## src/rtl/vigna_intc.sv

```systemverilog
// vigna_intc: NUM_SRC-source interrupt controller with enable, priority, threshold and claim/complete.
// Ports: clk, reset (sync, active-high), src_irq, s_* data-bus slave, ext_irq. Option: VIGNA_INTC_EDGE_EN.
module vigna_intc #(
  parameter int NUM_SRC = 8,
  parameter int PRIO_W  = 3
) (
  input  logic               clk,
  input  logic               reset,
  input  logic [NUM_SRC-1:0] src_irq,
  input  logic               s_valid,
  output logic               s_ready,
  input  logic [7:0]         s_addr,
  input  logic [31:0]        s_wdata,
  input  logic [3:0]         s_wstrb,
  output logic [31:0]        s_rdata,
  output logic               ext_irq
);

  typedef enum logic [1:0] {IDLE, RESP, DRAIN} state_t;

  state_t            state, state_n;
  logic [NUM_SRC:1]  sync1, sync2;
  logic [NUM_SRC:1]  pending, in_service, enable;
  logic [NUM_SRC:1]  gw_set, claim_mask, cmpl_mask;
  logic [PRIO_W-1:0] prio [1:NUM_SRC];
  logic [PRIO_W-1:0] threshold, best_p;
  logic [4:0]        best_id, best_n;
  logic [31:0]       rdata_q, rd_val;
  logic [5:0]        word;
  logic              accept, is_wr;
`ifdef VIGNA_INTC_EDGE_EN
  logic [NUM_SRC:1]  sync3, mode;
`endif

  assign word   = s_addr[7:2];
  assign accept = (state == IDLE) && s_valid;
  assign is_wr  = |s_wstrb;

  always_ff @(posedge clk) begin
    if (reset) state <= IDLE;
    else       state <= state_n;
  end

  always_comb begin
    state_n = state;
    case (state)
      IDLE:    if (s_valid) state_n = RESP;
      RESP:    state_n = DRAIN;
      DRAIN:   if (!s_valid) state_n = IDLE;
      default: state_n = IDLE;
    endcase
  end

  always_comb begin
    s_ready = (state == RESP);
    s_rdata = (state == RESP) ? rdata_q : '0;
  end

  // Starting from threshold makes "prio > THRESHOLD" implicit;
  // ascending scan with strict > keeps the lowest ID on ties.
  always_comb begin
    best_n = '0;
    best_p = threshold;
    for (int i = 1; i <= NUM_SRC; i++) begin
      if (pending[i] && !in_service[i] && enable[i] &&
          prio[i] > best_p) begin
        best_p = prio[i];
        best_n = 5'(i);
      end
    end
  end

  always_comb begin
    rd_val = '0;
    case (word)
      6'd0: rd_val[NUM_SRC:0] = {pending, 1'b0};
      6'd1: rd_val[NUM_SRC:0] = {enable, 1'b0};
      6'd2: rd_val[PRIO_W-1:0] = threshold;
      6'd3: rd_val[4:0] = best_id;
`ifdef VIGNA_INTC_EDGE_EN
      6'd4: rd_val[NUM_SRC:0] = {mode, 1'b0};
`endif
      default: ;
    endcase
    for (int i = 1; i <= NUM_SRC; i++)
      if (word == 6'(16 + i)) rd_val[PRIO_W-1:0] = prio[i];
  end

  always_comb begin
    for (int i = 1; i <= NUM_SRC; i++) begin
      claim_mask[i] = accept && !is_wr && word == 6'd3 &&
                      best_id == 5'(i);
      cmpl_mask[i]  = accept && is_wr && word == 6'd3 &&
                      s_wdata[4:0] == 5'(i);
`ifdef VIGNA_INTC_EDGE_EN
      // Edge sources latch one event even while in service.
      gw_set[i] = mode[i] ? (sync2[i] && !sync3[i]) :
                  (sync2[i] && !pending[i] && !in_service[i]);
`else
      gw_set[i] = sync2[i] && !pending[i] && !in_service[i];
`endif
    end
  end

  always_ff @(posedge clk) begin
    if (reset) begin
      sync1      <= '0;
      sync2      <= '0;
      pending    <= '0;
      in_service <= '0;
      enable     <= '0;
      threshold  <= '0;
      best_id    <= '0;
      ext_irq    <= 1'b0;
      rdata_q    <= '0;
      for (int i = 1; i <= NUM_SRC; i++) prio[i] <= '0;
`ifdef VIGNA_INTC_EDGE_EN
      sync3      <= '0;
      mode       <= '0;
`endif
    end else begin
      sync1      <= src_irq;
      sync2      <= sync1;
      // Claim clears after the gateway set, so claim wins.
      pending    <= (pending | gw_set) & ~claim_mask;
      in_service <= (in_service | claim_mask) & ~cmpl_mask;
      best_id    <= best_n;
      ext_irq    <= (best_n != '0);
`ifdef VIGNA_INTC_EDGE_EN
      sync3      <= sync2;
`endif
      if (accept) rdata_q <= is_wr ? '0 : rd_val;
      if (accept && is_wr) begin
        if (word == 6'd1) enable <= s_wdata[NUM_SRC:1];
        if (word == 6'd2) threshold <= s_wdata[PRIO_W-1:0];
`ifdef VIGNA_INTC_EDGE_EN
        if (word == 6'd4) mode <= s_wdata[NUM_SRC:1];
`endif
        for (int i = 1; i <= NUM_SRC; i++)
          if (word == 6'(16 + i)) prio[i] <= s_wdata[PRIO_W-1:0];
      end
    end
  end

endmodule

```

## config.mk

```make
export PLATFORM = sky130hd
export DESIGN_NAME = vigna_intc
export DESIGN_NICKNAME = d
export VERILOG_FILES = /design/src/rtl/vigna_intc.sv
export SDC_FILE = /design/constraint.sdc
export NUM_CORES = 1
export LEC_CHECK = 0
export BUFFER_PORTS_ARGS = -buffer_cell sky130_fd_sc_hd__clkbuf_2
export CORE_UTILIZATION = 51
export DETAILED_ROUTE_END_ITERATION = 8
export MAX_ROUTING_LAYER = met4
export PLACE_DENSITY = 0.77
export RECOVER_POWER = 25
export SLEW_MARGIN = 20
export SYNTH_ARGS = -nofsm -noshare
export SYNTH_HDL_FRONTEND = slang
export SYNTH_SLANG_ARGS = --single-unit
```

## constraint.sdc

```tcl
create_clock -name clk -period 10.6 [get_ports clk]
set_clock_uncertainty 0.15 [all_clocks]
set_input_delay 1.06 -clock clk [delete_from_list [all_inputs] [get_ports clk]]
set_output_delay 1.06 -clock clk [all_outputs]
set_load 0.02 [all_outputs]
```

# ---- After elaboration in Yosys (flattened, before gate mapping)
# Memory sizes are Yosys's and may differ from the RTL's.
# Index checks and enable logic that the tools add are counted.
dict set report classes {
  n_lt_le_gt_ge 8
  eq_ne 31
  mux 73
  bitwise_logic 14
  reduce_logical 85
}
# cell n
set op_table {}
lappend op_table {{two-way mux 3 bit} 23}
lappend op_table {{logical AND 1 bit} 61}
lappend op_table {{== test 6 x 5 -> 1 bit (second input constant)} 8}
lappend op_table {{== test 5 x 3 -> 1 bit (second input constant)} 8}
lappend op_table {{two-way mux 1 bit} 35}
lappend op_table {{two-way mux 5 bit} 7}
lappend op_table {{two-way mux 32 bit} 1}
lappend op_table {{> comparator 3 bit} 8}
lappend op_table {{== test 5 x 2 -> 1 bit (second input constant)} 4}
lappend op_table {{zero test 1 bit} 17}
lappend op_table {{AND 8 bit} 2}
lappend op_table {{NOT 8 bit} 2}
lappend op_table {{bitwise OR 8 bit} 2}
lappend op_table {{== test 6 x 2 -> 1 bit (second input constant)} 2}
lappend op_table {{one-hot mux 2 bit (3 select lines)} 2}
lappend op_table {{one-hot mux 3 bit (4 select lines)} 1}
lappend op_table {{== test 5 x 1 -> 1 bit (second input constant)} 2}
lappend op_table {{== test 5 x 4 -> 1 bit (second input constant)} 2}
lappend op_table {{two-way mux 9 bit} 1}
lappend op_table {{bitwise OR 1 bit} 8}
lappend op_table {{one-hot mux 4 bit (2 select lines)} 1}
lappend op_table {{== test 6 x 1 -> 1 bit (second input constant)} 1}
lappend op_table {{zero test 6 bit} 1}
lappend op_table {{AND reduction 2 bit} 3}
lappend op_table {{7 further kinds} 9}
dict set report totals {
  register_bits 83
  ram_bits 24
  in_bits 55
  out_inout_bits 34
  elab_cells 222
  mem_count 1
}
# memory words width rd rd_ports_with_merged_regs write_ports line_no
set mem_list {}
lappend mem_list {prio 8 3 8 0 8 25} ;# logic [PRIO_W-1:0] prio [1:NUM_SRC];

# ---- Logic depth before layout (Yosys ltp)
# Gate-level depths: netlist (run 1).
dict set report depth {
  word_depth 27
  depth_mapped 58
  mapped_depth_nobuf 57
}

# ---- Worst setup path after synthesis (run 1)
# No wires, ideal clock.
dict set report synth_timing {
  kind {register -> register}
  start {register, netlist name prio[0][5]}
  end {register best_id[1]}
  setup_ps 74
  arrival_ps 10778
  t_required_ps 10376
  path_slack_ps -402
  path_stages_with_launch 54
  path_buffers 1
  synth_period_minus_slack_ps 11002
  cell_sequence {edfxtp_1 -> ha_1 -> nand3_1 -> nand4_2 -> nor2_1 -> mux2_2 -> ha_1 -> nor2_2 -> o2111ai_1 -> a2111oi_4 -> o32a_1 -> nor3_1 -> a21oi_1 -> ha_1 -> or3_1 -> o211ai_1 -> a41oi_1 -> a21oi_1 -> [... 18 more ...] -> nand4_1 -> or4b_1 -> nor2b_1 -> o311ai_2 -> o2bb2ai_2 -> ha_1 -> nor2b_1 -> o21ai_0 -> inv_1 -> o21ai_0 -> clkbuf_1 -> mux2_4 -> ha_1 -> a21o_1 -> a21oi_1 -> a311oi_1 -> or2_2 -> a31oi_1}
}
# element line_no
set synth_rtl {}
lappend synth_rtl {{end signal, assigned} 127} ;# best_id <= best_n;
lappend synth_rtl {{end, declared} 27} ;# logic [4:0] best_id, best_n;

==> results of run 1 <==
==> cells by family after synthesis <==
family | count (synthesis)
adder cells (fa/ha/maj) | 15
flip-flops | 83
other | 1
multiplexers | 23
AND/OR/NAND/NOR | 219
AO/OA/AOI/OAI | 133
buffers and inverters | 65
==> power by group through the flow <==
stage,Clock (mW),Sequential (mW),Combinational [mW]
2_1_floorplan,0,0.345,0.0457
3_3_place_gp,0,0.347,0.0574
3_5_place_dp,0,0.347,0.0589
4_1_cts,0.206,0.340,0.0641
5_1_grt,0.220,0.342,0.0753
6_report,0.206,0.341,0.0687
==> area by class of cell <==
cell class | count | area (um^2) | share of cell area (%)
repair buffers | 113 | 758 | 12.5
clock inverters | 6 | 47.5 | 0.782
clock buffers | 10 | 128 | 2.10
multi-input cells | 413 | 3020 | 49.6
well taps | 111 | 139 | 2.28
flip-flops and latches | 83 | 1900 | 31.3
inverters | 24 | 90.1 | 1.48
==> per-layer routing <==
layer	vias to the layer above	wire length, um
met3	36	750
met5	-	0
met4	0	326
met2	202	6580
li1	2147	-
met1	2143	5450
==> metrics by stage <==
step	setup WS, ns	power [mW]	util [%]	setup TNS [ns]	hold WS [ns]
after detailed placement	-0.775	0.406	59.1	-3.33	0.272
after global placement	-0.561	0.405	59.1	-2.23	0.269
final	-0.219	0.615	66.1	-0.979	0.289
after CTS	0.00220	0.610	64.3	0	0.292
after floorplan	0.00129	0.391	-	0	0.264
after global routing	-0.676	0.637	66.1	-3.30	0.304
==> Yosys cell counts, drive strengths merged, types with 3 or more instances <==
cell	instances	area (um^2)
nand3	13	65.1
and2	15	96.3
and4b	3	30.0
a22oi	12	90.1
o31ai	3	27.5
nand2	27	101
inv	24	90.1
or2	3	18.8
o2111ai	3	26.3
buf	24	184
a21oi	31	159
o21ai	16	83.8
a211oi	7	62.6
nor3	22	115
nand4	7	50.1
nor2b	27	169
edfxtp	24	721
clkbuf	17	63.8
nor2	73	277
dfxtp	59	1180
a31oi	8	50.1
a21o	9	67.6
a222oi	3	30.0
mux2	9	105
o21a	5	38.8
nand2b	5	31.3
and3	5	31.3
a311oi	5	43.8
mux2i	12	120
o211ai	8	60.1
nor4	5	31.3
ha	14	175
==> timing repair <==
| item | 4_1_cts | 5_1_grt |
|---|---|---|
| buffers inserted | 16 | 6 |
| endpoints found under the setup margin | 5 | 5 |
| gates resized for setup | 29 | 28 |
| pin swaps | 16 | 35 |
| gates cloned | 0 | 0 |
==> final timing paths <==
kind / startpoint / end / slack [ns] / depth (start not counted)
worst max register to register: prio[0][5] / best_id[2] / -0.22 / 58
worst max-delay path: prio[0][5] / best_id[2] / -0.22 / 58
worst min-delay path: sync1[7] / sync2[7] / 0.29 / 1
worst min register to register: sync1[7] / sync2[7] / 0.29 / 1
==> worst register-to-register path, delay by kind of cell (launching register included) <==
family / cells / cell delay (ns)
muxes: 2 / 0.68
adders and majority gates: 8 / 2.03
AOI/OAI and AO/OA: 25 / 4.28
and+or+nand+nor: 18 / 2.60
DFF: 1 / 0.43
buffers and inverters: 5 / 0.53
==> sequential cells by signal, summed over array words and instances, names as in the netlist <==
register,flops
best_id,4
enable,8
ext_irq,1
in_service,8
pending,8
prio,24
rdata_q,9
state,2
sync1,8
sync2,8
threshold,3
==> out/results.ini, run 1 <==
[status]
status=finished with violations
violations=negative setup slack

[yosys]
synth_compound_area_share_pct=20.7
synth_top_family_by_area=simple AND/OR/NAND/NOR gates
ys.flop_type=dfxtp_1
synth_edf_count=24
synthesis.area_mm2=0.00484
synth-seq-cells=83
synth_warnings=0
synth_adder_area_share_pct=3.83
syn_avg_cell_area_um2=8.97
synth_cell_types=78
synth.area.mux_share_pct=5.59
yosys.area_share.simple_pct=23.5
synth_xor_area_share_pct=0
synthArstFlopShare_pct=0
yosysSeqAreaShare_pct=39.3
synthCells=539

[clock_tree]
cts_inserted_buffers=9
htree_levels=3
clk_pin_slew_ns=0.09
root_buffer=clkbuf_8
insertion_delay_ns=0.36
numClockSinks=83
holdBufCountCts=0
cts_tree=yes
ctsLongestPathBuffers=2

[placement]
place_area_mm2=0.00543
portBuffers=40
gp_congestion=0.908
hpwl_um=9400
placed_cells=723

[route]
drt_first_pass_iters=6
wire_per_inst_um=17.2
remaining_drc_errors=0
drt_iter0_markers=373
wirelength_um=13100
viasPerCell=5.96
drtAntennaViolNets=0
num_vias=4528

[floorplanning]
die_h_um=99.4
dieArea_mm2=0.00988
io_pins=89
die_w_um=99.4
rows=35
core_area_mm2=0.00920
initial_utilization_pct=52.6

[finish]
final_cell_area_mm2=0.00608
nFillCells=727
drive_gt1_share_pct=30.8
num_antenna_cells=0
fin_nets=713
layout.cells.non_filler=760
mostFrequentLayoutCell=buf_4
area_growth_pct=25.7
final_cell_mix=buf_4 (70), nor2_1 (67), dfxtp_1 (59), clkbuf_2 (39)

[power_and_ir_drop]
p_int_mw=0.447
p_per_area_mw_per_mm2=101
p_sw_mw=0.168
leakagePower_nw=2.36
p_clk_share_pct=33.5
peakVddDrop_mv=0.130
comb_power_share_pct=11.2
seqPwrFrac_pct=55.4
switching_share_pct=27.3

[grt]
grt_start_max_net_pins=46
use_met3_pct=3.87
gr-usage-met1_pct=34.1
grt.overflow.total=0
grt-busiest-layer=met2
grt_use_total_pct=27.8
grt_pass1_vias=4240
antenna_found_initial=0
grt_first_pass_wirelength_um=20700
use_met2_pct=46.6

[sta]
clock.fmax_mhz=92.4
rsz0062_at_grt=yes
hold_violations=0
tightest_slew_ns=1.07
worst_slack_ns=-0.219
setup_violations=5
max_slew_margin_pct=28.6
fin_crit_sh_pct=102
fin_crit_ns=10.82
slew_violations=0

[worst_setup_path]
crit_fanout=5
crit_family=compound AO/OA/AOI/OAI gates
critPathBufInv=5
critical_path_required_ns=10.68
path_class=reg2reg
end_kind=flip-flop
cp_slowest_stage_delay_ns=0.53
startpoint_type=flip-flop
crit_arrival_ns=10.90
slowest_stage=or4b_1

[flow_run]
cap_violations=0

[min_path]
holdCritPathClass=reg2reg

Power figures use the tool's default switching activity.
==> inputs of run 2 (changes only) <==
--- a/config.mk
+++ b/config.mk
@@ -9,7 +9,7 @@
 export CORE_UTILIZATION = 51
 export DETAILED_ROUTE_END_ITERATION = 8
 export MAX_ROUTING_LAYER = met4
-export PLACE_DENSITY = 0.77
+export PLACE_DENSITY = 0.78
 export RECOVER_POWER = 25
 export SLEW_MARGIN = 20
 export SYNTH_ARGS = -nofsm -noshare
==> run 2 against run 1 <==
  * The flow still finishes with violations (negative setup slack)
  * Cell area is 3.8% higher
  * Hold slack hardly changed
  * Flip-flop and latch count stayed put
  * Power is 6.4% higher
  * First-iteration DRC count is 6.2% higher
  * Via count is 2.8% higher
  * Clock power is 17% higher
  * Critical path type unchanged
  * Critical endpoint is now best_id[1]
==> out/results.ini, run 2 (same netlist as run 1, synthesis figures left out) <==
[sta]
fin_crit_sh_pct=100  ; was 102%
setup_violations=2  ; was 5
clock.fmax_mhz=94.3  ; was 92.4 MHz
fin_crit_ns=10.61  ; was 10.82 ns
rsz0062_at_grt=yes  ; unchanged
tightest_slew_ns=1.08  ; was 1.07 ns
worst_slack_ns=-0.00950  ; was -0.219 ns
hold_violations=0  ; unchanged
max_slew_margin_pct=28.0  ; was 28.6%
slew_violations=0  ; unchanged
holdWs_ns=0.290  ; was 0.289 ns

[clock_tree]
numClockSinks=83  ; unchanged
ctsLongestPathBuffers=2  ; unchanged
holdBufCountCts=0  ; unchanged
root_buffer=clkbuf_8  ; unchanged
htree_levels=3  ; unchanged
cts_tree=yes  ; unchanged
cts_inserted_buffers=9  ; unchanged
insertion_delay_ns=0.35  ; was 0.36 ns
clk_pin_slew_ns=0.09  ; about the same

[route]
num_vias=4653  ; was 4528
wire_per_inst_um=17.5  ; was 17.2 um
drtAntennaViolNets=0  ; unchanged
wirelength_um=13600  ; was 13100 um
remaining_drc_errors=0  ; unchanged
viasPerCell=5.97  ; was 5.96
drt_first_pass_iters=5  ; was 6
drt_iter0_markers=396  ; was 373

[worst_setup_path]
path_class=reg2reg  ; unchanged
slowest_stage=or4b_1  ; unchanged
startpoint_type=flip-flop  ; unchanged
cp_slowest_stage_delay_ns=0.49  ; was 0.53 ns
crit_fanout=4  ; was 5
critical_path_required_ns=10.73  ; was 10.68 ns
end_kind=flip-flop  ; unchanged
crit_arrival_ns=10.73  ; was 10.90 ns

[power_and_ir_drop]
peakVddDrop_mv=0.117  ; was 0.130 mV
power_mw=0.655  ; was 0.615 mW
p_per_area_mw_per_mm2=104  ; was 101 mW/mm^2
leakagePower_nw=2.48  ; was 2.36 nW

[finish]
nFillCells=686  ; was 727
layout.cells.non_filler=779  ; was 760
num_antenna_cells=0  ; unchanged
seq_area_mm2=0.00190  ; unchanged
largest_reg_flops=24  ; unchanged
drive_gt1_share_pct=33.4  ; was 30.8%
fin_nets=732  ; was 713
top_regs=prio (24), rdata_q (9)  ; unchanged
area_growth_pct=30.5  ; was 25.7%
regMostFlops=prio  ; unchanged
multi_input_area_mm2=0.00305  ; was 0.00302 mm^2
mostFrequentLayoutCell=buf_4  ; unchanged
final_cell_mix=buf_4 (88), nor2_1 (67), dfxtp_1 (59), clkbuf_2 (39)  ; was buf_4 (70), nor2_1 (67), dfxtp_1 (59), clkbuf_2 (39)

[floorplanning]
initial_utilization_pct=52.6  ; unchanged
die_w_um=99.4  ; unchanged
rows=35  ; unchanged
io_pins=89  ; unchanged
core_area_mm2=0.00920  ; unchanged
dieArea_mm2=0.00988  ; unchanged
die_h_um=99.4  ; unchanged

[status]
violations=negative setup slack  ; unchanged
status=finished with violations  ; unchanged

[grt]
grt_pass1_vias=4327  ; was 4240
grt_use_total_pct=28.1  ; was 27.8%
grt_start_max_net_pins=43  ; was 46
grt_first_pass_wirelength_um=21000  ; was 20700 um
grt.overflow.total=0  ; unchanged
antenna_found_initial=0  ; unchanged

[min_path]
holdCritPathClass=reg2reg  ; unchanged

[placement]
placed_cells=722  ; was 723
gp_congestion=0.920  ; was 0.908
portBuffers=40  ; unchanged
hpwl_um=9480  ; was 9400 um
place_ws_ns=-0.809  ; was -0.775 ns

[flow_run]
cap_violations=0  ; unchanged

[run 2: changes by cell type in the layout (fill, tap and decap cells not counted), sizes merged]
cell	previous run	this run
bufinv	0	1
clkinvlp	2	1
buf	73	92
inv	27	24
clkinv	1	4
[run 2: routing by layer]
metal  GRT usage (%)  share of wire [%]  wire, um  vias up
met3            3.65                6.9       935       42
met5               -                  0         0        -
li1                -                  -         -     2184
met2            45.9                 49      6690      215
met4            12.3                3.0       408        0
met1            35.1                 41      5580     2212
[run 2: worst max-delay path: cells and delay by family (launching register included)]
kind	cells	cell delay [ns]
AO/OA/AOI/OAI	22	3.67
AND/OR/NAND/NOR	20	3.08
adder cells (fa/ha/maj)	8	2.04
multiplexers	2	0.67
flip-flops	1	0.46
buffers and inverters	4	0.45
[run 2: area by class of cell]
type | count | share of cell area (%)
timing repair buffer | 132 | 14.3
clock inverter | 6 | 1.15
tap | 111 | 2.20
sequential | 83 | 30.1
multi-input combinational | 413 | 48.4
clock buffer | 10 | 2.36
inverter | 24 | 1.43
[run 2: worst paths after layout]
kind	startpoint	endpoint	slack, ns	cells after the start
setup reg to reg	prio[0][4]	best_id[1]	-0.009	56
hold reg to reg	sync1[1]	sync2[1]	0.29	1
setup / recovery	prio[0][4]	best_id[1]	-0.009	56
hold / removal	sync1[1]	sync2[1]	0.29	1
[run 2: report_power, final]
group          leakage, nW  internal (mW)  total [mW]  switching (mW)
registers            0.731          0.334       0.341         0.00730
clock network        0.108          0.125       0.242           0.117
logic                 1.65         0.0282      0.0715          0.0432
total                 2.48          0.487       0.655           0.168
[run 2: repair_timing]
action	CTS	global route
resized for setup	42	26
setup buffers	30	13
setup endpoints to repair	5	5
pin swaps	27	41
[run 2: metrics by stage]
stage / area (um^2) / setup TNS [ns] / util (%)
2_1_floorplan: 4950 / 0 / -
6_report: 6310 / -0.0125 / 68.6
3_5_place_dp: 5420 / -3.50 / 59.0
4_1_cts: 6110 / 0 / 66.4
5_1_grt: 6310 / -2.53 / 68.6
3_3_place_gp: 5420 / -2.02 / 59.0
==> inputs of run 3 (changes only) <==
--- a/config.mk
+++ b/config.mk
@@ -7,6 +7,7 @@
 export LEC_CHECK = 0
 export BUFFER_PORTS_ARGS = -buffer_cell sky130_fd_sc_hd__clkbuf_2
 export CORE_UTILIZATION = 51
+export CTS_BUF_LIST = sky130_fd_sc_hd__clkbuf_8 sky130_fd_sc_hd__clkbuf_16
 export DETAILED_ROUTE_END_ITERATION = 8
 export MAX_ROUTING_LAYER = met4
 export PLACE_DENSITY = 0.78
@@ -15,3 +16,4 @@
 export SYNTH_ARGS = -nofsm -noshare
 export SYNTH_HDL_FRONTEND = slang
 export SYNTH_SLANG_ARGS = --single-unit
+export TNS_END_PERCENT = 5
==> run 3 against run 2 <==
  * The flow now finishes without violations
  * Non-clock buffer count decreased by 2
  * Global-route usage about the same
  * Die area unchanged
  * Count of clock-buffer cells in the layout unchanged
  * Final cell count decreased by 0.26%
  * Utilization decreased by 0.20 points
==> out/results.ini, run 3 (same netlist as run 1, synthesis figures left out) <==
[min_path]
hold_depth=1  ; unchanged
min-delay-start=sync1[1]  ; unchanged
holdCritPathClass=reg2reg  ; unchanged
min_to=sync2[1]  ; unchanged

[status]
status=completed  ; was finished with violations

[route]
viasPerCell=5.97  ; about the same
drtAntennaViolNets=0  ; unchanged
wirelength_um=13600  ; about the same
drt_iter0_markers=461  ; was 396
remaining_drc_errors=0  ; unchanged
num_vias=4639  ; was 4653
wire_per_inst_um=17.5  ; about the same
drt_first_pass_iters=6  ; was 5

[floorplanning]
io_pins=89  ; unchanged
rows=35  ; unchanged
die_w_um=99.4  ; unchanged
core_area_mm2=0.00920  ; unchanged
dieArea_mm2=0.00988  ; unchanged
initial_utilization_pct=52.6  ; unchanged
die_h_um=99.4  ; unchanged

[placement]
place_area_mm2=0.00542  ; unchanged
hpwl_um=9480  ; unchanged
portBuffers=40  ; unchanged
placed_cells=722  ; unchanged
gp_congestion=0.920  ; unchanged

[flow_run]
cap_violations=0  ; unchanged

[worst_setup_path]
end_kind=flip-flop  ; unchanged
path_class=reg2reg  ; unchanged
ff2ff_path_depth=56  ; unchanged
r2r-end=best_id[2]  ; was best_id[1]
ff2ff_setup_slack_ns=0.01  ; was -0.009 ns
slowest_stage=or4b_1  ; unchanged
startpoint_type=flip-flop  ; unchanged
cp_slowest_stage_delay_ns=0.49  ; about the same
critical_path_required_ns=10.72  ; was 10.73 ns
crit_fanout=4  ; unchanged
timing.rr.start=prio[0][4]  ; unchanged
crit_arrival_ns=10.71  ; was 10.73 ns

[finish]
nFillCells=688  ; was 686
top_regs=prio (24), rdata_q (9)  ; unchanged
mostFrequentLayoutCell=buf_4  ; unchanged
fin_nets=730  ; was 732
num_antenna_cells=0  ; unchanged
final_cell_area_mm2=0.00629  ; was 0.00631 mm^2
area_growth_pct=30.1  ; was 30.5%
regMostFlops=prio  ; unchanged
final_cell_mix=buf_4 (87), nor2_1 (67), dfxtp_1 (59), clkbuf_2 (39)  ; was buf_4 (88), nor2_1 (67), dfxtp_1 (59), clkbuf_2 (39)
drive_gt1_share_pct=33.2  ; was 33.4%
utilization_pct=68.4  ; was 68.6%
layout.cells.non_filler=777  ; was 779
largest_reg_flops=24  ; unchanged

[sta]
tightest_slew_ns=1.08  ; about the same
clock.fmax_mhz=94.5  ; was 94.3 MHz
hold_violations=0  ; unchanged
tns_ns=0  ; was -0.0125 ns
max_slew_margin_pct=27.7  ; was 28.0%
fin_crit_ns=10.59  ; was 10.61 ns
setup_violations=0  ; was 2
fin_crit_sh_pct=99.9  ; was 100%
slew_violations=0  ; unchanged
rsz0062_at_grt=yes  ; unchanged

[clock_tree]
insertion_delay_ns=0.35  ; about the same
ctsLongestPathBuffers=2  ; unchanged
htree_levels=3  ; unchanged
cts_inserted_buffers=9  ; unchanged
holdBufCountCts=0  ; unchanged
numClockSinks=83  ; unchanged
clk_pin_slew_ns=0.09  ; about the same
root_buffer=clkbuf_8  ; unchanged
cts_tree=yes  ; unchanged

[power_and_ir_drop]
peakVddDrop_mv=0.117  ; about the same
p_per_area_mw_per_mm2=104  ; about the same
leakagePower_nw=2.47  ; was 2.48 nW
power_mw=0.654  ; was 0.655 mW

[grt]
grt_first_pass_wirelength_um=21000  ; about the same
grt_pass1_vias=4324  ; was 4327
grt.overflow.total=0  ; unchanged
antenna_found_initial=0  ; unchanged
grt_start_max_net_pins=43  ; unchanged
grt_use_total_pct=28.1  ; about the same

run 3: changes by cell type in the layout (fill, tap and decap cells not counted):
cell   before  now
buf_6       4    3
buf_4      88   87
run 3: per-stage QoR:
stage | setup slack [ns] | hold slack (ns)
3_5_place_dp | -0.809 | 0.270
2_1_floorplan | 0.00129 | 0.264
3_3_place_gp | -0.492 | 0.268
4_1_cts | 0.000207 | 0.290
6_report | 0.0144 | 0.289
5_1_grt | -0.519 | 0.313
run 3: worst max-delay path by stage:
stage	from	to	slack, ns	cells after the start
2_1_floorplan	prio[0][5]	best_id[1]	0.001	53
3_3_place_gp	prio[0][5]	best_id[1]	-0.49	57
3_5_place_dp	prio[0][5]	best_id[1]	-0.81	57
4_1_cts	prio[0][5]	best_id[1]	0.0002	56
5_1_grt	prio[0][4]	best_id[2]	-0.52	57
6_report	prio[0][4]	best_id[2]	0.01	56
run 3: cell type report:
type / count / area [um^2] / share of cell area (%)
Clock inverter: 6 / 72.6 / 1.15
Multi-Input combinational cell: 413 / 3050 / 48.5
Timing Repair Buffer: 130 / 886 / 14.1
Tap cell: 111 / 139 / 2.21
Clock buffer: 10 / 149 / 2.37
Inverter: 24 / 90.1 / 1.43
Sequential cell: 83 / 1900 / 30.2
run 3: timing repair:
item / 4_1_cts / 5_1_grt
setup endpoints to repair: 5 / 5
endpoints found under the hold margin: 0 / 0
pin swaps: 27 / 41
resized for setup: 42 / 25
buffers inserted: 28 / 12
run 3: metal layers:
metal / vias up / track usage, % / wire length [um]
met3: 37 / 3.65 / 922
met2: 218 / 45.8 / 6710
met4: 0 / 12.3 / 387
met5: - / - / 0
li1: 2179 / - / -
met1: 2205 / 35.1 / 5610
run 3: report_power, final:
part	switching, mW	internal, mW
Sequential	0.00728	0.334
Combinational	0.0433	0.0277
Clock	0.117	0.125
run 3: critical path: cells and delay by family, from the launching register on:
family | cells | cell delay (ns)
AOI/OAI and AO/OA | 22 | 3.68
adders and majority gates | 8 | 2.03
buffers and inverters | 4 | 0.45
DFF | 1 | 0.46
muxes | 2 | 0.67
and+or+nand+nor | 20 | 3.06
